$ cat src/rtl/traffic_light_ctrl.sv
// Traffic light sequencer: IDLE -> GREEN -> YELLOW -> RED -> GREEN, paced by Tick and gated by Run.
// Optional build macro FLASH_YELLOW_EN makes Yellow blink on Tick while IDLE.
module traffic_light_ctrl #(
    parameter int unsigned GREEN_T  = 30,
    parameter int unsigned YELLOW_T = 3,
    parameter int unsigned RED_T    = 30
) (
    input  logic       CLK,
    input  logic       RST_n,
    input  logic       Tick,
    input  logic       Run,
    output logic       Red,
    output logic       Yellow,
    output logic       Green,
    output logic [6:0] Count,
    output logic       Cycle_done,
    output logic [1:0] State
);

    typedef enum logic [1:0] {
        S_IDLE   = 2'd0,
        S_GREEN  = 2'd1,
        S_YELLOW = 2'd2,
        S_RED    = 2'd3
    } state_t;

    localparam logic [6:0] GREEN_LEN  = 7'(GREEN_T);
    localparam logic [6:0] YELLOW_LEN = 7'(YELLOW_T);
    localparam logic [6:0] RED_LEN    = 7'(RED_T);

    state_t     state_q, state_d;
    logic [6:0] count_q, count_d;
    logic       cycle_q, cycle_d;
    logic [2:0] lamps_q, lamps_d;  // {red, yellow, green}
`ifdef FLASH_YELLOW_EN
    logic       flash_q, flash_d;
`endif

    always_ff @(posedge CLK or negedge RST_n) begin
        if (!RST_n) begin
            state_q <= S_IDLE;
            count_q <= 7'd0;
            cycle_q <= 1'b0;
            lamps_q <= 3'b000;
`ifdef FLASH_YELLOW_EN
            flash_q <= 1'b0;
`endif
        end else begin
            state_q <= state_d;
            count_q <= count_d;
            cycle_q <= cycle_d;
            lamps_q <= lamps_d;
`ifdef FLASH_YELLOW_EN
            flash_q <= flash_d;
`endif
        end
    end

    // Run=0 wins over everything; Tick on the IDLE->GREEN edge is ignored.
    always_comb begin
        state_d = state_q;
        count_d = count_q;
        cycle_d = 1'b0;
        if (!Run) begin
            state_d = S_IDLE;
            count_d = 7'd0;
        end else begin
            case (state_q)
                S_IDLE: begin
                    state_d = S_GREEN;
                    count_d = GREEN_LEN;
                end
                S_GREEN: begin
                    if (Tick) begin
                        if (count_q > 7'd1) begin
                            count_d = count_q - 7'd1;
                        end else begin
                            state_d = S_YELLOW;
                            count_d = YELLOW_LEN;
                        end
                    end
                end
                S_YELLOW: begin
                    if (Tick) begin
                        if (count_q > 7'd1) begin
                            count_d = count_q - 7'd1;
                        end else begin
                            state_d = S_RED;
                            count_d = RED_LEN;
                        end
                    end
                end
                S_RED: begin
                    if (Tick) begin
                        if (count_q > 7'd1) begin
                            count_d = count_q - 7'd1;
                        end else begin
                            state_d = S_GREEN;
                            count_d = GREEN_LEN;
                            cycle_d = 1'b1;
                        end
                    end
                end
                default: begin
                    state_d = S_IDLE;
                    count_d = 7'd0;
                end
            endcase
        end
    end

    // Lamps are decoded from the next state so they change on the same edge as the state.
    always_comb begin
        lamps_d = 3'b000;
`ifdef FLASH_YELLOW_EN
        flash_d = 1'b0;
        if (state_d == S_IDLE) begin
            // Entering IDLE restarts the blink dark; only Ticks spent in IDLE toggle it.
            if (state_q == S_IDLE && Tick) begin
                flash_d = ~flash_q;
            end else if (state_q == S_IDLE) begin
                flash_d = flash_q;
            end
        end
`endif
        case (state_d)
            S_GREEN:  lamps_d = 3'b001;
            S_YELLOW: lamps_d = 3'b010;
            S_RED:    lamps_d = 3'b100;
`ifdef FLASH_YELLOW_EN
            default:  lamps_d = {1'b0, flash_d, 1'b0};
`else
            default:  lamps_d = 3'b000;
`endif
        endcase
    end

    assign Red        = lamps_q[2];
    assign Yellow     = lamps_q[1];
    assign Green      = lamps_q[0];
    assign Count      = count_q;
    assign Cycle_done = cycle_q;
    assign State      = state_q;

endmodule

$ cat config.mk
export PLATFORM = sky130hd
export DESIGN_NAME = traffic_light_ctrl
export DESIGN_NICKNAME = d
export VERILOG_FILES = /design/src/rtl/traffic_light_ctrl.sv
export SDC_FILE = /design/constraint.sdc
export NUM_CORES = 1
export LEC_CHECK = 0
export CAP_MARGIN = 20
export CORE_MARGIN = 5
export CORE_UTILIZATION = 39
export DETAILED_ROUTE_END_ITERATION = 7
export HOLD_SLACK_MARGIN = 0.15
export PLACE_DENSITY = 0.67
export SKIP_CTS_REPAIR_TIMING = 1
export SYNTH_ARGS = -nofsm -noshare
export SYNTH_HDL_FRONTEND = slang
export SYNTH_SLANG_ARGS = --single-unit
$ cat constraint.sdc
create_clock -name CLK -period 1.95 [get_ports CLK]
set_input_delay 0.4875 -clock CLK [delete_from_list [all_inputs] [get_ports CLK]]
set_output_delay 0.4875 -clock CLK [all_outputs]
set_load 0.05 [all_outputs]
* After elaboration in Yosys (flattened, before gate mapping)
Cells that the tools add are included.
Cells by class: add/subtract/negate cells 1, order comparisons 1, muxes and demuxes 19, reductions and logical operators 3, equality and inequality tests 8
Operator list (count):
- $mux 7 | 5
- $pmux 7 s3 | 1
- $mux 2 | 7
- $pmux 3 s3 | 1
- $eq 2x2->1 const B | 4
- $pmux 2 s4 | 1
- $gt 7x1->1 const B | 1
- $sub 7x1->7 const B | 1
- $ne 3x3->1 const B | 2
- $eq 2x1->1 const B | 2
- $mux 1 | 4
- $logic_not 2->1 | 1
- $reduce_and 2->1 | 1
- $reduce_or 2->1 | 1
Storage, ports and cells: input port bits 4, register bits 13, word-level logic and storage cells 36

* Depth between registers and ports, before layout
Gate-level depths: netlist (run 1).
word-level depth 7, mapped depth 6, depth with buffers taken out 6

* Worst setup path before layout (run 1)
OpenSTA, ideal clock, no wires.
path type reg2reg, from register count_q[1] (netlist: Count[1]), to register count_q[2] (netlist: Count[2]), path slack 0.077 ns, data arrival time 1.804 ns, required time 1.881 ns, stages on the path, launching flop included 7, setup time 0.069 ns, cell sequence dfrtp_1 inv_1 ha_1 o21bai_2 and3_1 a31oi_1 a32o_1
On the way: longest elaborated chain between the ends 5, elaborated cells between the ends (all ways) 8, classes of those cells 1 x add/sub; 1 x order compare; 6 x mux
Ends and longest elaborated chain:
- start: declaration | RTL line 32 | logic [6:0] count_q, count_d;
- start signal: assignment | RTL line 50 | count_q <= count_d;
- $sub 7x1->7 / $gt 7x1->1 (equally long branches)
- $mux 7, on equally long branches | RTL line 85, 95, 75
- $mux 7, on equally long branches | RTL line 84, 74
- $pmux 7 s3 * | RTL line 68 | case (state_q)
- $mux 7 * | RTL line 64 | if (!Run) begin
Mark *: on every way between the ends. The rest lies on a longest branch, timed or not. The select of a mux whose other input is x is not followed. A chain may end at the register's enable or synchronous reset.

* Worst setup path after layout (run 1)
from register count_q[1] (netlist: Count[1]), to register count_q[3] (netlist: Count[3])
Same word-level chain as after synthesis.

==> impl_metrics.json, run 1 <==
{
  "outcome": "complete, no violations",
  "drt_wl_total_mm": 1.54,
  "dpl.hpwl_mm": 1.17,
  "tightest_slew_ps": 581,
  "drt_iter0_drc": 7,
  "cts-root-buf": "clkbuf_4",
  "critPathCapture": "Count[3]",
  "synth_edf_count": 0,
  "syn_nets": 81,
  "maxCapViolCount": 0,
  "register_area_um2": 325,
  "seq_area_frac_synth": 0.447,
  "n_fill_cell": 160,
  "synth-async-reset-ratio": 1.00,
  "hold_path.class": "primary input to async pin",
  "finalMaxSlewViolations": 0,
  "cts_made_buffers": 3,
  "cp-end-kind": "flip-flop",
  "wl_per_cell_um": 12.7,
  "path_depth": 6,
  "path_clk_slew_ps": 80,
  "timing.rr.end": "Count[3]",
  "synthCells": 75,
  "setup.worst_path.class": "flip-flop to flip-flop",
  "yosysTopAreaCellShare": 0.447,
  "mostFrequentLayoutCells": "15 x buf_4, 13 x dfrtp_1, 10 x nor2_1",
  "pre_cts_slack_ps": -3.00,
  "whs_ps": 574,
  "swShare": 0.427,
  "crit_buf_inv": 1,
  "syn_to_final_growth_pct": 29.7,
  "r2r_start": "Count[1]",
  "post-route-drc-count": 0,
  "rsz0062_at_grt": "false",
  "drtAntennaViolNets": 0,
  "dr.pass1.iters": 4,
  "fin_nets": 104,
  "power_leakage_nw": 0.443,
  "p_clk_frac": 0.174,
  "yosysTopAreaCell": "dfrtp_1",
  "n_antenna_cell": 0,
  "cp_max_fo": 8,
  "final_layout_size_suffix_gt1_frac": 0.247,
  "antenna_found_initial": 0,
  "io_pins": 17,
  "cp-start-kind": "flip-flop",
  "core_um2": 1750,
  "vias": 630,
  "p_seq_frac": 0.391,
  "grt_pass1_wl_mm": 2.73,
  "track_usage": 0.129,
  "die_h_um": 53.2,
  "worst_path_largest_cell_delay_ps": 450,
  "cts_buffer_depth": 2,
  "layout_commonest_cell": "buf_4",
  "grt_pass1_vias": 595,
  "timing.final.crit_share": 0.892,
  "cp.required_ps": 2170,
  "ys_types": 32,
  "use_met3": 0.0254,
  "worstRegToRegCells": 6,
  "relSlewSlack": 0.611,
  "setup_ws_ps": 211,
  "worst_path_max_delay_cell": "dfrtp_1",
  "ctsHtreeMaxLevel": 1,
  "finalSetupViolCount": 0,
  "ys_ff_latch": 13,
  "multiInputGateArea_um2": 384,
  "use_met2": 0.190,
  "cts_tree": "yes",
  "peakVddDrop_mv": 0.619,
  "synth_area_leaders": "dfrtp_1 45%, nor2_1 5.2%, a32o_1 4.1%, ha_1 3.4%, nor4b_4 3.3%",
  "cellInternalPower_uw": 545,
  "cts_sinks": 13,
  "die_w_um": 53.2,
  "rows": 15,
  "p_per_area_nw_per_um2": 1010,
  "start_util": 0.417,
  "critPathTopFamily": "compound AO/OA/AOI/OAI gates",
  "period_minus_slack_ps": 1740,
  "critPathLaunch": "Count[1]",
  "grt_start_max_net_pins": 14,
  "vias_per_cell": 5.16,
  "use_met1": 0.183,
  "worst_ep_arrival_time_ps": 1960,
  "hold_viol_final": 0,
  "rrSetupSlack_ps": 210,
  "grt-ovfl-total": 0,
  "busiest_layer": "met2",
  "fmax_mhz": 575,
  "crit_chain": "inv_1 -> ha_1 -> o21bai_2 -> and3_1 -> a31oi_1 -> a32o_1",
  "synthFlopType": "dfrtp_1",
  "yosysWarnings": 0,
  "avgSynthCellArea_um2": 9.71,
  "synth_area_um2": 728,
  "die_area_um2": 2830,
  "pwr-share-comb": 0.435,
  "skew_ps": 9.59,
  "port_buffers": 16,
  "gp_congestion": 0.817,
  "p_sw_uw": 406,
  "clkLatencyLatePin_ps": 270
}
## power by group through the flow
stage / clock [mW] / combinational [mW] / sequential [mW]
2_1_floorplan: 0 / 0.168 / 0.482
3_3_place_gp: 0 / 0.414 / 0.377
3_5_place_dp: 0 / 0.414 / 0.375
4_1_cts: 0.172 / 0.415 / 0.370
5_1_grt: 0.188 / 0.449 / 0.380
6_report: 0.165 / 0.414 / 0.371
## synthesized netlist by cell type (2+ instances only)
library cell / instances
mux2i_1: 2
nor2b_1: 2
dfrtp_1: 13
ha_1: 2
nand2b_1: 2
and2_1: 2
nand3_1: 3
nor3_1: 2
nor2_1: 10
a31oi_1: 2
inv_1: 4
nand4_1: 2
nand2_1: 4
o21ai_0: 2
a32o_1: 3
a21oi_1: 4
## cell type report
class,count,area share
multi-input combinational,57,0.407
sequential,13,0.344
timing repair buffer,19,0.172
tap,25,0.0331
clock buffer,4,0.0278
inverter,4,0.0159
## worst min-delay path by stage
stage	from	to	slack, ps	cells past startpoint
after floorplan	RST_n	Count[0]	190	0
after global placement	Count[5]	Count[5]	600	2
after detailed placement	Count[5]	Count[5]	620	2
after CTS	RST_n	Count[1]	600	1
after global routing	RST_n	Count[1]	620	1
final	RST_n	Count[1]	570	1
## flip-flops by register name (all words and copies together) (netlist names)
name	flops
Cycle_done	1
lamps_q	3
Count	7
State	2
## layer usage
metal	wire length (um)	part of all wire
met1	728	0.47
met2	743	0.48
met3	61	0.040
met4	10	0.0065
met5	0	0
## stage by stage
step | utilization | TNS, ps | cells | instance area (um^2) | power [mW]
6_report | 0.541 | 0 | 122 | 945 | 0.950
4_1_cts | 0.541 | 0 | 122 | 945 | 0.957
3_3_place_gp | 0.526 | 0 | 118 | 918 | 0.790
3_5_place_dp | 0.526 | -3.00 | 118 | 918 | 0.789
5_1_grt | 0.541 | 0 | 122 | 945 | 1.02
2_1_floorplan | - | 0 | 75 | 728 | 0.650
## cell families after synthesis
kind of cell | after synthesis | synth area share
buffers and inverters | 5 | 0.0258
multiplexers | 2 | 0.0275
flip-flops | 13 | 0.447
AO/OA/AOI/OAI | 16 | 0.160
adder cells (fa/ha/maj) | 2 | 0.0344
AND/OR/NAND/NOR | 35 | 0.282
XOR/XNOR | 2 | 0.0241
Note: power is estimated with default switching activity, not from simulation.
==> run 2: changes to the inputs <==
Settings changed: PLACE_DENSITY 0.67 to not set, PLACE_DENSITY_LB_ADDON set to 0.1.
==> run 2 against run 1 <==
Effect of this change: clock skew fell by 1.8 ps; clock power grew 7%; cell count is 0.82% higher; sequential power is essentially flat; power up 1.6%; via count up 4.6%; die area is the same; critical path depth is 5 lower.
==> impl_metrics.json, run 2 (synthesis results as in run 1) <==
{
  "crit_buf_inv": 1,
  "relSlewSlack": 0.672,
  "io_pins": 17,
  "clkLatencyLatePin_ps": 290,
  "finalMaxSlewViolations": 0,
  "hold_path.class": "primary input to async pin",
  "dr.pass1.iters": 4,
  "cts_made_buffers": 3,
  "syn_to_final_growth_pct": 31.4,
  "mostFrequentLayoutCells": "14 x buf_4, 13 x dfrtp_1, 10 x nor2_1",
  "antenna_found_initial": 0,
  "cts-root-buf": "clkbuf_4",
  "layout.cells.non_filler": 123,
  "cp-start-kind": "flip-flop",
  "worstRegToRegCells": 6,
  "cp-end-kind": "output port",
  "die_h_um": 53.2,
  "drt_iter0_drc": 25,
  "critPathTopFamily": "buffers and inverters",
  "layout_commonest_cell": "buf_4",
  "finalPower_uw": 966,
  "period_minus_slack_ps": 1890,
  "n_antenna_cell": 0,
  "drt_wl_total_mm": 1.67,
  "worst_path_largest_cell_delay_ps": 790,
  "ctsHtreeMaxLevel": 1,
  "cts_buffer_depth": 2,
  "n_fill_cell": 165,
  "setup.worst_path.class": "flip-flop to output port",
  "vias_per_cell": 5.36,
  "p_per_area_nw_per_um2": 1010,
  "die_w_um": 53.2,
  "track_usage": 0.138,
  "gp_congestion": 0.847,
  "dpl_cell_area_um2": 931,
  "maxCapViolCount": 0,
  "r2r_start": "Count[1]",
  "power_leakage_nw": 0.444,
  "grt_pass1_vias": 573,
  "critPathLaunch": "lamps_q[2]",
  "drtAntennaViolNets": 0,
  "grt-ovfl-total": 0,
  "peakVddDrop_mv": 0.521,
  "wl_per_cell_um": 13.5,
  "vias": 659,
  "timing.final.crit_share": 0.967,
  "cts_sinks": 13,
  "cp.required_ps": 1460,
  "post-route-drc-count": 0,
  "final_layout_size_suffix_gt1_frac": 0.235,
  "fin_nets": 105,
  "crit_chain": "clkdlybuf4s50_1",
  "grt_start_max_net_pins": 10,
  "start_util": 0.417,
  "rsz0062_at_grt": "false",
  "cp_max_fo": 1,
  "outcome": "complete, no violations",
  "hold_viol_final": 0,
  "path_depth": 1,
  "design_area_um2": 957,
  "worst_path_max_delay_cell": "clkdlybuf4s50_1",
  "worst_ep_arrival_time_ps": 1400,
  "dpl.hpwl_mm": 1.20,
  "core_um2": 1750,
  "setup-tns-final_ps": 0,
  "final_util": 0.548,
  "skew_ps": 7.83,
  "dp.cells": 119,
  "finalSetupViolCount": 0,
  "tightest_slew_ps": 491,
  "grt_pass1_wl_mm": 2.74,
  "port_buffers": 16,
  "die_area_um2": 2830,
  "fmax_mhz": 530,
  "cts_tree": "yes",
  "path_clk_slew_ps": 90,
  "rows": 15,
  "largest_reg_flops": 7
}
## run 2: changes by cell type in the layout (fill, tap and decap cells not counted)
cell and change:
clkdlybuf4s50_1 +2, buf_4 -1
## run 2: layout make-up
class | instances | area, um^2 | area share
tap | 25 | 31.3 | 0.0327
clock buffer | 4 | 26.3 | 0.0275
multi-input combinational | 57 | 384 | 0.401
inverter | 4 | 15.0 | 0.0157
sequential | 13 | 325 | 0.340
timing repair buffer | 20 | 175 | 0.183
## run 2: final timing paths
check | end | slack (ps)
worst min-delay path | Count[2] | 460
min in group CLK | Count[5] | 630
worst min register to register | Count[5] | 630
worst max-delay path | Red | 60
worst max register to register | Count[2] | 210
max in group asynchronous | lamps_q[1] | 1060
## run 2: where the power goes
group | total, mW | internal (mW) | switching (mW)
sequential | 0.370 | 0.303 | 0.0670
clock | 0.177 | 0.0796 | 0.0977
combinational | 0.419 | 0.165 | 0.254
## run 2: through the flow
stage / hold slack (ps) / setup WS [ps]
after floorplan: 192 / 76.9
after global placement: 606 / 18.9
after detailed placement: 612 / 22.4
after CTS: 462 / 47.3
after global routing: 466 / 16.5
final: 458 / 64.4
## run 2: layer usage
metal / wire (um) / vias up / GRT usage / share of wire
li1: - / 320 / - / -
met1: 761 / 306 / 0.188 / 0.46
met2: 739 / 28 / 0.190 / 0.44
met3: 114 / 5 / 0.0254 / 0.068
met4: 51 / 0 / 0.102 / 0.031
met5: 0 / - / 0 / 0
==> patch 1 (config.mk and constraints of run 2) <==
Put one more register stage on the output `Count`, with the module's reset. The value now appears one clock later. The other outputs are not delayed to match.
--- a/src/rtl/traffic_light_ctrl.sv
+++ b/src/rtl/traffic_light_ctrl.sv
@@ -138,7 +138,13 @@
     assign Red        = lamps_q[2];
     assign Yellow     = lamps_q[1];
     assign Green      = lamps_q[0];
-    assign Count      = count_q;
+    always_ff @(posedge CLK or negedge RST_n) begin
+        if (!RST_n) begin
+            Count <= '0;
+        end else begin
+            Count <= count_q;
+        end
+    end
     assign Cycle_done = cycle_q;
     assign State      = state_q;
 
Behaviour: not the same (a bounded check fails within 4 cycles, from zero or initial values and one cycle with RST_n low).
==> patch 1 against run 2 <==
Via count rose by 4.4%. Final area rose by 20%. Sequential cell count rose by 7. Worst setup slack got worse by 0.0090 ns. Clock power rose by 3%. Core utilization fell by 2.2 points. Synthesized area rose by 22%. Largest power group is now registers. Routed wire length rose by 9.1%. Power rose by 28%. First-iteration DRC count fell by 60%. Sequential share of layout area rose by 9.4 points. Cell count rose by 11%.
==> patch 1: results (changes against run 2) <==
ratio of cells with drive above 1 in the final layout 22.9% (-0.53 points); post-synthesis mux area share 0% (-2.7 points); Net Switching 0.486 mW (+16%); via count 688 (+4.4%); sum of negative setup slack 0 ns (unchanged); initial antenna violation count 0 (unchanged); pin count of the biggest net entering global routing 21 (+11); P_leak 0.550 nW (+24%); syn_nets 87 (+7.4%); Max FO, Critical Path 1 (unchanged); Top Registers Count: 7 flops, count_q: 7 flops, lamps_q: 3 flops; Main synth FF type dfrtp_1; crit-path max cell delay 0.79 ns (about the same); Place WS -0.0868 ns (-0.109 ns); global route overflow 0 (unchanged); FFs w/ async S/R, synth 100% (unchanged); Ys Warns 0 (unchanged); distinct cell type count after synthesis 30 (-6.3%); Clock Path Buffers 2 (unchanged); vias in the first global route 699 (+22%); slowest cell on the critical path clkdlybuf4s50_1; ANT cells 0 (unchanged); outcome completed; family with the most delay on the worst path buffers and inverters; Worst-path clk slew 0.10 ns; number of fill cells 190 (+15%); 1st-pass router iterations 4 (unchanged); utilization after layout 52.6% (-2.2 points); global-route wire length before repair 3.26 mm (+19%); total CTS buffers 3 (unchanged); DRT Wirelength 1.82 mm (+9.1%); Arr. time, crit path between 1 and 1.5 ns; root cell of the clock tree clkbuf_4; Layout Skew 0.00499 ns (-0.00283 ns); Placed Area 1130 um2 (+21%); xor and xnor area share after synthesis 1.98% (-0.43 points); Overall Global Routing Usage 12.6% (-1.2 points); # nets final 117 (+11%); Buffers on Ports 16 (unchanged); clock latency on the worst-skew pair 0.29 ns (about the same); VDD IR-drop max 0.524 mV (+0.69%); Compound-Gate Fraction of Synth Area 14.8% (-1.1 points); H-tree depth 1 (unchanged); DPL Wire Length 1.39 mm (+15%); Hold Path Class register to register; gpl congestion 0.821 (-3.1%); Post-Synth Adder-Cell Area 2.82% (-0.61 points); synth top area cells dfrtp_1 (56%), a32o_1 (3.4%), nor2_1 (3.4%); Slew headroom 65.2% (-1.9 points); post-synthesis sequential area ratio 56.5% (+12 points); initial drt markers 10 (-60%); Synth top cells by count dfrtp_1 (20), nor2_1 (8), nand2_1 (7)
## patch 1: path summary, 6_finish.rpt
path / startpoint / endpoint / slack [ns] / depth (start not counted)
setup / recovery: Cycle_done / Cycle_done / 0.06 / 1
hold / removal: count_q[6] / Count[6] / 0.48 / 0
setup reg to reg: count_q[0] / count_q[3] / 0.21 / 5
hold reg to reg: count_q[6] / Count[6] / 0.48 / 0
max in group asynchronous: RST_n / Count[6] / 1.21 / 2
min in group asynchronous: RST_n / Count[2] / 0.52 / 2
## patch 1: cells by family (layout without fill, tap and decap cells)
group           count (synthesis)  in the layout
simple gates                   34             34
flops                          20             20
xor+xnor                        2              2
fa+ha+maj                       2              2
compound gates                 18             18
buf+inv                         5             33
## patch 1: power by group through the flow
stage | registers (mW) | clock network [mW] | logic, mW
global placement | 0.566 | 0 | 0.491
finish | 0.560 | 0.182 | 0.491
detailed placement | 0.570 | 0 | 0.492
CTS | 0.561 | 0.200 | 0.495
global route | 0.575 | 0.215 | 0.532
floorplan | 0.695 | 0 | 0.184
## patch 1: per-layer routing
layer  share of wire [%]  GRT usage [%]  vias to the layer above
li1                    -              -                      348
met1                  45           17.1                      328
met2                  49           19.8                       10
met3                 4.6           2.45                        2
met4                0.94           4.97                        0
met5                   0              0                        -
## patch 1: through the flow
stage | instances | power (mW)
final | 137 | 1.23
after global routing | 137 | 1.32
after CTS | 137 | 1.26
after detailed placement | 134 | 1.06
after global placement | 134 | 1.06
after floorplan | 81 | 0.879
## patch 1: cell type report
cell class / instances / share of cell area [%]
clock buffer: 3 / 1.95
sequential: 20 / 43.4
tap: 28 / 3.04
multi-input combinational: 56 / 31.8
inverter: 4 / 1.30
timing repair buffer: 26 / 18.5
==> patch 2 (settings of run 2) <==
Made on the original files. Build with the macro `FLASH_YELLOW_EN` defined.
--- a/src/rtl/traffic_light_ctrl.sv
+++ b/src/rtl/traffic_light_ctrl.sv
@@ -1,5 +1,7 @@
 // Traffic light sequencer: IDLE -> GREEN -> YELLOW -> RED -> GREEN, paced by Tick and gated by Run.
 // Optional build macro FLASH_YELLOW_EN makes Yellow blink on Tick while IDLE.
+`define FLASH_YELLOW_EN
+
 module traffic_light_ctrl #(
     parameter int unsigned GREEN_T  = 30,
     parameter int unsigned YELLOW_T = 3,
Formal check against the unedited RTL: not equivalent (a bounded check fails within 4 cycles, from zero or initial values and one cycle with RST_n low).
==> patch 2 against run 2 <==
Critical path depth increased by 5. Power is 19% lower. Routed wire length rose by 12%. Sequential cell count is 1 higher. Die area is 4.6% higher. Synthesized area grew 5.7%. Worst setup slack gained 0.046 ns. Final area increased by 6.5%. Critical path type is now register to register. Highest routed layer unchanged.
==> patch 2: results (changes against run 2) <==
total CTS buffers 3 (unchanged); syn_nets 85 (+4.9%); gpl congestion 0.844 (-0.34%); initial drt markers 27 (+8.0%); ratio of cells with drive above 1 in the final layout 26.2% (+2.7 points); initial antenna violation count 0 (unchanged); Ys Warns 0 (unchanged); pin count of the biggest net entering global routing 15 (+5); Hold Path Class input pin to async pin; distinct cell type count after synthesis 35 (+9.4%); Clock Path Buffers 2 (unchanged); R2R depth 6 (unchanged); outcome completed; root cell of the clock tree clkbuf_4; synth top area cells dfrtp_1 (46%), nor2_1 (4.4%), mux2i_1 (3.9%); Overall Global Routing Usage 14.8% (+1.0 points); RR Endpoint Count[0]; Worst-path clk slew 0.08 ns; post-synthesis sequential area ratio 45.5% (+0.85 points); # nets final 110 (+4.8%); Vias/cell 5.48 (+2.2%); 1st-pass router iterations 4 (unchanged); number of synthesized flops with an enable pin 0 (unchanged); vias in the first global route 700 (+22%); VDD IR-drop max 0.517 mV (-0.66%); P_leak 0.486 nW (+9.5%); FFs w/ async S/R, synth 100% (unchanged); Min Hold Slack 0.456 ns (-0.00134 ns); ANT cells 0 (unchanged); Largest register FFs 7 (unchanged); Arr. time, crit path 2.00 ns (+0.60 ns); Worst-Margin Slew 0.436 ns (-0.0551 ns); clock latency on the worst-skew pair 0.27 ns (-0.02 ns); Buffers on Ports 16 (unchanged); register-to-register setup slack 0.11 ns (-0.10 ns); DPL Wire Length 1.44 mm (+20%); Layout Skew 0.00187 ns (-0.00595 ns); Max FO, Critical Path 7 (+6); Synth top cells by count dfrtp_1 (14), nor2_1 (9), inv_1 (5); number of fill cells 194 (+18%); global-route wire length before repair 3.13 mm (+14%); drt wl/cell 14.4 um (+6.0%)
[patch 2: metal layers]
layer	vias up	track usage (%)	wire (um)
li1	342	-	-
met1	337	19.4	783
met2	29	23.5	930
met3	4	3.27	131
met4	0	6.22	21
met5	-	0	0
[patch 2: cell families (layout without fill, tap and decap cells)]
| logic type | Yosys count | after routing | synth area share [%] |
|---|---|---|---|
| adders and majority gates | 2 | 2 | 3.25 |
| AOI/OAI and AO/OA | 18 | 18 | 17.4 |
| muxes | 3 | 3 | 3.90 |
| xor gates and xnor gates | 2 | 2 | 2.28 |
| DFF | 14 | 14 | 45.5 |
| and+or+nand+nor | 31 | 31 | 22.1 |
| buffers and inverters | 9 | 33 | 5.53 |
[patch 2: area by class of cell]
class	instances	share of cell area, %
clock buffer	4	2.58
inverter	5	1.84
multi-input combinational	56	36.9
sequential	14	34.5
tap	27	3.31
timing repair buffer	24	20.9
[patch 2: metrics by stage]
stage               cell area (um2)  instances  total power, mW  worst slack [ns]
floorplan                       771         79            0.524            0.0218
global placement                993        126            0.624            0.0687
detailed placement              993        126            0.622            0.0413
CTS                            1020        130            0.794            0.0945
global route                   1020        130            0.837           0.00223
finish                         1020        130            0.785             0.111
[patch 2: power breakdown]
part | switching [mW] | leakage, nW | internal [mW] | total (mW)
registers | 0.0217 | 0.181 | 0.313 | 0.335
clock network | 0.0893 | 0.0150 | 0.0793 | 0.169
logic | 0.179 | 0.290 | 0.103 | 0.282
[patch 2: how the worst max path moves through the flow]
stage          cells past startpoint  endpoint  slack, ns
2_1_floorplan                      6  Count[0]       0.02
3_3_place_gp                       5  Count[2]       0.07
3_5_place_dp                       5  Count[4]       0.04
4_1_cts                            6  Count[0]       0.09
5_1_grt                            6  Count[0]      0.002
6_report                           6  Count[0]       0.11
[patch 2: critical path, cell delays in order, from the launching register on]
cell and delay, ns:
dfrtp_2 0.40, inv_1 0.08, ha_1 0.19, o21bai_1 0.19, and3_1 0.29, a31o_2 0.27
a311oi_1 0.29
